`config.mk`:
```
export PLATFORM = sky130hd
export DESIGN_NAME = wgt_buf_pp
export DESIGN_NICKNAME = d
export VERILOG_FILES = /design/src/rtl/cnn_wgt_pkg.sv /design/src/rtl/wgt_bank.sv /design/src/rtl/wgt_buf_pp.sv
export SDC_FILE = /design/constraint.sdc
export NUM_CORES = 1
export LEC_CHECK = 0
export CORE_ASPECT_RATIO = 0.75
export CORE_MARGIN = 1.5
export CORE_UTILIZATION = 49
export DETAILED_ROUTE_END_ITERATION = 7
export PLACE_DENSITY = 0.75
export RECOVER_POWER = 100
export SYNTH_ARGS = -nofsm -noshare
export SYNTH_HDL_FRONTEND = slang
export SYNTH_SLANG_ARGS = --single-unit
```
`constraint.sdc`:
```
create_clock -name clk -period 2 [get_ports clk]
set_input_delay 0.3 -clock clk [delete_from_list [all_inputs] [get_ports clk]]
set_output_delay 0.3 -clock clk [all_outputs]
set_load 0.005 [all_outputs]
```
`src/rtl/cnn_wgt_pkg.sv`:
```
// Shared types and helpers for the CNN ping-pong weight buffer.
// The optional zero-row flag output of wgt_buf_pp is enabled by defining WGT_ZERO_ROW_EN.
package cnn_wgt_pkg;

    localparam int unsigned DEF_DW   = 8;
    localparam int unsigned DEF_K    = 5;
    localparam int unsigned DEF_ROWS = 5;

    typedef enum logic [1:0] {
        S_EMPTY = 2'd0,
        S_LOAD  = 2'd1,
        S_FULL  = 2'd2
    } shd_state_e;

    // Bit offset of weight [r][k] in a flat kernel bus.
    function automatic int unsigned wgt_off(input int unsigned r, input int unsigned k,
                                            input int unsigned kk, input int unsigned dw);
        return (r * kk + k) * dw;
    endfunction

endpackage

```
`src/rtl/wgt_bank.sv`:
```
// N x DW weight register array: indexed single-word write, full parallel load, flat read bus.
module wgt_bank #(
    parameter int unsigned DW = 8,
    parameter int unsigned N  = 25,
    parameter int unsigned CW = 5
) (
    input  logic            clk,
    input  logic            rst_n,
    input  logic            wr_en_i,
    input  logic [CW-1:0]   wr_idx_i,
    input  logic [DW-1:0]   wr_data_i,
    input  logic            ld_en_i,
    input  logic [N*DW-1:0] ld_data_i,
    output logic [N*DW-1:0] rd_data_o
);

    logic [N*DW-1:0] bank_q;

    // Parallel load takes precedence over the single-word write port.
    always_ff @(posedge clk or negedge rst_n) begin
        if (!rst_n) begin
            bank_q <= '0;
        end else if (ld_en_i) begin
            bank_q <= ld_data_i;
        end else if (wr_en_i) begin
            for (int unsigned i = 0; i < N; i++) begin
                if (wr_idx_i == CW'(i)) begin
                    bank_q[i*DW +: DW] <= wr_data_i;
                end
            end
        end
    end

    assign rd_data_o = bank_q;

endmodule

```
`src/rtl/wgt_buf_pp.sv`:
```
// Ping-pong weight buffer: shadow bank loads serially while the active bank feeds the PE array.
// Define WGT_ZERO_ROW_EN to add the registered per-row all-zero flags (row_zero).
module wgt_buf_pp
    import cnn_wgt_pkg::*;
#(
    parameter int unsigned DW   = DEF_DW,
    parameter int unsigned K    = DEF_K,
    parameter int unsigned ROWS = DEF_ROWS
) (
    input  logic                 clk,
    input  logic                 rst_n,
    input  logic [DW-1:0]        wgt_in,
    input  logic                 wgt_valid,
    output logic                 wgt_ready,
    input  logic                 flush,
    input  logic                 swap_req,
    output logic                 swap_ack,
    output logic                 shadow_full,
    output logic                 act_valid,
    output logic [ROWS*K*DW-1:0] act_wgt
`ifdef WGT_ZERO_ROW_EN
    ,
    output logic [ROWS-1:0]      row_zero
`endif
);

    localparam int unsigned N  = ROWS * K;
    localparam int unsigned CW = (N > 1) ? $clog2(N) : 1;

    shd_state_e    state_q, state_d;
    logic [CW-1:0] cnt_q, cnt_d;
    logic          wgt_ready_q, wgt_ready_d;
    logic          shadow_full_q, shadow_full_d;
    logic          swap_ack_q, swap_ack_d;
    logic          act_valid_q, act_valid_d;
    logic          accept, swap_fire;
    logic [N*DW-1:0] shd_data;

    assign accept    = wgt_valid && wgt_ready_q;
    assign swap_fire = swap_req && (state_q == S_FULL);

    // State, counter and registered handshake outputs.
    always_ff @(posedge clk or negedge rst_n) begin
        if (!rst_n) begin
            state_q       <= S_EMPTY;
            cnt_q         <= '0;
            wgt_ready_q   <= 1'b1;
            shadow_full_q <= 1'b0;
            swap_ack_q    <= 1'b0;
            act_valid_q   <= 1'b0;
        end else begin
            state_q       <= state_d;
            cnt_q         <= cnt_d;
            wgt_ready_q   <= wgt_ready_d;
            shadow_full_q <= shadow_full_d;
            swap_ack_q    <= swap_ack_d;
            act_valid_q   <= act_valid_d;
        end
    end

    // Next state: swap beats flush, flush beats accept.
    always_comb begin
        state_d = state_q;
        cnt_d   = cnt_q;
        if (swap_fire || flush) begin
            state_d = S_EMPTY;
            cnt_d   = '0;
        end else if (accept) begin
            if (cnt_q == CW'(N - 1)) begin
                state_d = S_FULL;
                cnt_d   = '0;
            end else begin
                state_d = S_LOAD;
                cnt_d   = cnt_q + CW'(1);
            end
        end
    end

    always_comb begin
        wgt_ready_d   = (state_d != S_FULL);
        shadow_full_d = (state_d == S_FULL);
        swap_ack_d    = swap_fire;
        act_valid_d   = act_valid_q || swap_fire;
    end

    wgt_bank #(.DW(DW), .N(N), .CW(CW)) u_shadow (
        .clk       (clk),
        .rst_n     (rst_n),
        .wr_en_i   (accept && !flush),
        .wr_idx_i  (cnt_q),
        .wr_data_i (wgt_in),
        .ld_en_i   (1'b0),
        .ld_data_i ('0),
        .rd_data_o (shd_data)
    );

    wgt_bank #(.DW(DW), .N(N), .CW(CW)) u_active (
        .clk       (clk),
        .rst_n     (rst_n),
        .wr_en_i   (1'b0),
        .wr_idx_i  ('0),
        .wr_data_i ('0),
        .ld_en_i   (swap_fire),
        .ld_data_i (shd_data),
        .rd_data_o (act_wgt)
    );

    assign wgt_ready   = wgt_ready_q;
    assign shadow_full = shadow_full_q;
    assign swap_ack    = swap_ack_q;
    assign act_valid   = act_valid_q;

`ifdef WGT_ZERO_ROW_EN
    logic [ROWS-1:0] row_zero_q, row_zero_d;

    // Flags computed from the incoming shadow kernel so they land with act_wgt.
    always_comb begin
        row_zero_d = '1;
        for (int unsigned r = 0; r < ROWS; r++) begin
            for (int unsigned k = 0; k < K; k++) begin
                if (shd_data[wgt_off(r, k, K, DW) +: DW] != '0) begin
                    row_zero_d[r] = 1'b0;
                end
            end
        end
    end

    always_ff @(posedge clk or negedge rst_n) begin
        if (!rst_n) begin
            row_zero_q <= '1;
        end else if (swap_fire) begin
            row_zero_q <= row_zero_d;
        end
    end

    assign row_zero = row_zero_q;
`endif

endmodule

```
---- Yosys cells after proc, flatten, opt, wreduce, memory -nomap -nowiden ----
Index checks and enable logic that the tools add are counted.
storage, ports and cells
  bits in registers ....................... 411
  logic and storage cells ................. 99
  input bits .............................. 13
operators by class
  mux-type cells .......................... 6
  reductions and logical operators ........ 33
  add/sub/neg operators ................... 1
  equal/unequal tests ..................... 27
operator list
  operator                                       number
  AND reduction 2 bit                            25
  == test 5 bit, second input constant           9
  == test 5 x 4 -> 1 bit, second input constant  8
  == test 5 x 3 -> 1 bit, second input constant  4
  two-way mux 5 bit                              3
  == test 5 x 2 -> 1 bit, second input constant  2
  two-way mux 2 bit                              3
  adder 5 x 1 -> 5 bit, second input constant    1
  == test 5 x 1 -> 1 bit, second input constant  1
  logical NOT 5 bit                              1
  == test 2 bit, second input constant           2
  logical AND 1 bit                              3
  logical OR 1 bit                               2
  != test 2 bit, second input constant           1
  nonzero test 2 bit                             1
  logical NOT 1 bit                              1

---- Depth between registers and ports, before layout ----
  depth after elaboration ................. 5
  mapped depth ............................ 6
  gate-level depth less buffers ........... 5

---- By module ----
From an unflattened synthesis, not the netlist that was laid out.
second synthesis, totals
  cells, all modules ...................... 2423
  area, all modules ....................... 21401.8 um^2
modules (own cells, without submodules)
  module                area an instance (um^2)  sequential area each (um^2)  times used  cells each
  wgt_bank at u_shadow  10435.0                  5004.8                       1           1186
  wgt_bank at u_active  10430.0                  5004.8                       1           1186
  wgt_buf_pp            536.8                    276.5                        1           51

---- Worst setup path after synthesis ----
OpenSTA, ideal clock, no wires.
  kind .................................... register to register
  start ................................... register cnt_q[0]
  end ..................................... register u_shadow.bank_q[120], in the netlist u_shadow.rd_data_o[120]
  arrival time ............................ 1.891 ns
  setup slack ............................. -0.016 ns
  stages on the path, launching flop included .. 7
  clock period less this slack ............ 2.016 ns
  data required time ...................... 1.875 ns
  cells stage by stage .................... dfrtp_1 -> ha_1 -> clkbuf_1 -> and3_1 -> ha_1 -> nand3b_1 -> mux2_2
on the way
  word-level cells in the longest chain between the ends .. 2
ends and longest elaborated chain
  what                                  line              text
  start: declaration                    wgt_buf_pp.sv:31  logic [CW-1:0] cnt_q, cnt_d;
  start signal: assignment              wgt_buf_pp.sv:53  cnt_q <= cnt_d;
  == test 5 x 4 -> 1 bit                wgt_bank.sv:27    if (wr_idx_i == CW'(i)) begin
  AND reduction 2 bit (no source line)  --
  end signal: assignment                wgt_bank.sv:24    bank_q <= ld_data_i;
  end signal: indexed assignment        wgt_bank.sv:28    bank_q[i*DW +: DW] <= wr_data_i;
  end: declaration                      wgt_bank.sv:17    logic [N*DW-1:0] bank_q;
No other way between the ends.
A chain may end at the register's enable or synchronous reset.

---- Worst setup path after layout ----
  start ................................... register wgt_ready_q, in the netlist wgt_ready
  end ..................................... output wgt_ready
RTL lines
  what                      line              text
  start: declaration        wgt_buf_pp.sv:32  logic wgt_ready_q, wgt_ready_d;
  start signal: assignment  wgt_buf_pp.sv:54  wgt_ready_q <= wgt_ready_d;
  end: declaration          wgt_buf_pp.sv:14  output logic wgt_ready,
No word-level cell between the ends.

==> summary.txt <==
Outcome
  – Status: finished, final reports clean

STA
  – Skew final: 0.0111 ns
  – Max frequency: 514 MHz
  – Max_slew headroom: 0.296
  – RSZ-0062 raised after global routing: false
  – Fin crit share: 0.972
  – # setup viols final: 0
  – Worst Tran Pin Value: 1.06 ns
  – Slew Viols, Final: 0
  – WHS: 0.279 ns
  – Min cycle time layout: 1.94 ns
  – Hold Fails Final Rpt: 0

Routing
  – Iter 0 DRT Violations: 703
  – Via density: 5.23
  – Post-route DRC violation count: 0
  – Vias: 10700
  – Router iterations before antenna repair: 5
  – Wirelength, routed: 38800 um
  – Antenna Nets Post-Route: 0
  – DR WL/cell: 19.1 um

Synth
  – Yosys warning total: 0
  – Most frequent cell after synthesis: nand2_1
  – Post-synth top flop: dfrtp_1
  – Mean Syn Cell Area: 11.6 um2
  – Post-synth EDFFs: 0
  – Top cell type's share of synthesized area: 0.650
  – Ranking of synthesized cells by area: dfrtp_1, nand2_1, mux2_2
  – Seq cells post-synth: 411
  – Synthesized area: 15800 um2
  – Syn Nets: 1377
  – Cell taking the most area after synthesis: dfrtp_1
  – Sequential-to-total area share from yosys stat: 0.652
  – Synth top cells by count: nand2_1, dfrtp_1, mux2_2
  – Synth Instances: 1359
  – Netlist cell types: 38
  – FFs w/ async S/R, synth: 1.00

Die
  – Die Wd: 210 um
  – FP Rows: 56
  – Io pins: 217
  – DIE AREA: 33300 um2
  – Placeable Area: 31500 um2
  – Height of the die: 158 um
  – Initial Utilization: 0.502

Global route
  – Initial antenna violation count: 0
  – Vias in the first global route: 10900
  – Largest net degree at the start of global routing: 107
  – Grt ovf: 0
  – Tot GR Track Use: 0.238
  – Global-route wire length before repair: 60900 um

Worst setup path
  – WP depth: 1
  – Worst-path maximum fanout: 5
  – Reg2reg path depth: 4
  – Slowest CP cell: dfstp_2
  – Arr. time, crit path: 1.64 ns
  – Delay-heaviest family, CP: flip-flops
  – Crit path buffers/inverters: 1
  – WP data required: 1.70 ns
  – Setup crit end kind: primary output
  – Startpoint types: register
  – R2R Setup Slk: 0.08 ns
  – CP Class: reg2out
  – Slowest stage delay, CP: 0.56 ns
  – Critical path, cell by cell: clkdlybuf4s50_1

Clock network
  – Clock Sinks: 411
  – CTS Buf Count: 39
  – Clk_lat worst skew: 0.53 ns
  – Postcts setup bufs: 0
  – Maximum root-to-sink buffer count: 3
  – Root Buffer: clkbuf_16
  – Clock transition at path regs: 0.06 ns
  – CTS tree: done
  – CTS H-tree lvls: 2

Power
  – Clk pwr share: 0.448
  – Register share of total power: 0.516
  – LEAKAGE: 11.1 nW
  – P per Cell Area: 834 nW/um2
  – Switching share of total power: 0.216
  – Overall power: 16.6 mW
  – Portion of total power attributed to combinational logic: 0.036
  – Switching pwr: 3.59 mW
  – Worst vdd ir: 0.609 mV
  – Internal: 13.0 mW

Layout
  – Final #Nets: 1622
  – Fillers: 2414
  – Non-Filler Instances: 2038
  – Area growth syn-to-layout: 26.2%
  – Fin area: 19900 um2
  – Share of cells above drive strength 1: 0.210

Place
  – Gpl congestion: 0.792
  – Number of port buffers: 216
  – Placed inst area: 18900 um2
  – Dpl cells: 1968
  – DP HPWL: 24000 um

Worst hold path
  – Hold crit path type: in2async

Run
  – Max-capacitance violation count: 0
## power groups by stage
stage | Clock (mW) | Combinational [mW] | Sequential, mW
finish | 7.44 | 0.596 | 8.58
global route | 7.92 | 0.662 | 8.59
CTS | 7.57 | 0.644 | 8.58
detailed placement | 0 | 0.641 | 8.73
global placement | 0 | 0.616 | 8.72
floorplan | 0 | 0.266 | 8.70
## worst paths after layout
kind,endpoint,startpoint
worst max-delay path,wgt_ready,wgt_ready$_DFF_PN1_
worst min-delay path,u_shadow.rd_data_o[44]$_DFFE_PN0P_,rst_n
worst max register to register,u_shadow.rd_data_o[186]$_DFFE_PN0P_,wgt_ready$_DFF_PN1_
worst min register to register,u_active.rd_data_o[45]$_DFFE_PN0P_,u_shadow.rd_data_o[45]$_DFFE_PN0P_
max in group asynchronous,u_shadow.rd_data_o[179]$_DFFE_PN0P_,rst_n
min in group clk,u_active.rd_data_o[45]$_DFFE_PN0P_,u_shadow.rd_data_o[45]$_DFFE_PN0P_
## layer usage
layer | global-route usage | share of wire | vias to the layer above
met5 | 0 | 0 | -
met4 | 0.0500 | 0.013 | 0
met3 | 0.0418 | 0.058 | 47
met2 | 0.373 | 0.46 | 316
met1 | 0.351 | 0.47 | 5441
li1 | - | - | 4855
## what timing repair did
item / 4_1_cts / 5_1_grt
resized for setup: 0 / 1
endpoints found under the setup margin: 0 / 13
hold endpoints to repair: 41 / 0
hold buffers: 1 / 0
## flip-flops by register name, indices dropped and copies added, names as in the netlist
name	flops
shadow_full	1
wgt_ready	1
state_q	2
act_valid	1
u_shadow.rd_data_o	200
swap_ack	1
u_active.rd_data_o	200
cnt_q	5
## final cells by class
type	instances	area (um2)	area share
diodes	1	2.50	0.000126
clock buffers	53	1160	0.0583
clock inverters	15	131	0.00659
inverters	4	20.0	0.00100
multi-input cells	870	5150	0.259
flip-flops and latches	411	10300	0.516
well taps	406	508	0.0255
repair buffers	278	2660	0.134
## through the flow
| stage | TNS, ns | utilization | worst slack [ns] |
|---|---|---|---|
| 2_1_floorplan | 0 | - | 0.0668 |
| 3_3_place_gp | -2.45 | 0.600 | -0.0666 |
| 3_5_place_dp | -5.45 | 0.600 | -0.0868 |
| 4_1_cts | 0 | 0.642 | 0.0371 |
| 5_1_grt | 0 | 0.633 | 0.0121 |
| 6_report | 0 | 0.633 | 0.0558 |
## placed cells by master (no fill, tap or decap), types with 7 or more instances in the layout
master	count
dlygate4sd3_1	204
buf_12	10
buf_2	7
nand2_1	608
nand3_1	8
clkbuf_8	9
clkbuf_2	14
mux2_2	199
clkdlybuf4s50_1	7
buf_4	20
nand3_4	9
dfrtp_1	410
clkbuf_16	41
clkinv_2	11
clkbuf_1	13
## kinds of logic (layout without fill, tap and decap cells)
family,count (synthesis),after routing,synth area share
flops,411,411,0.652
compound gates,10,10,0.00444
mux,200,200,0.143
simple gates,655,655,0.177
buf+inv,78,350,0.0203
fa+ha+maj,5,5,0.00396
other cells,0,1,0
No activity file was read; power rests on OpenSTA's default activity.
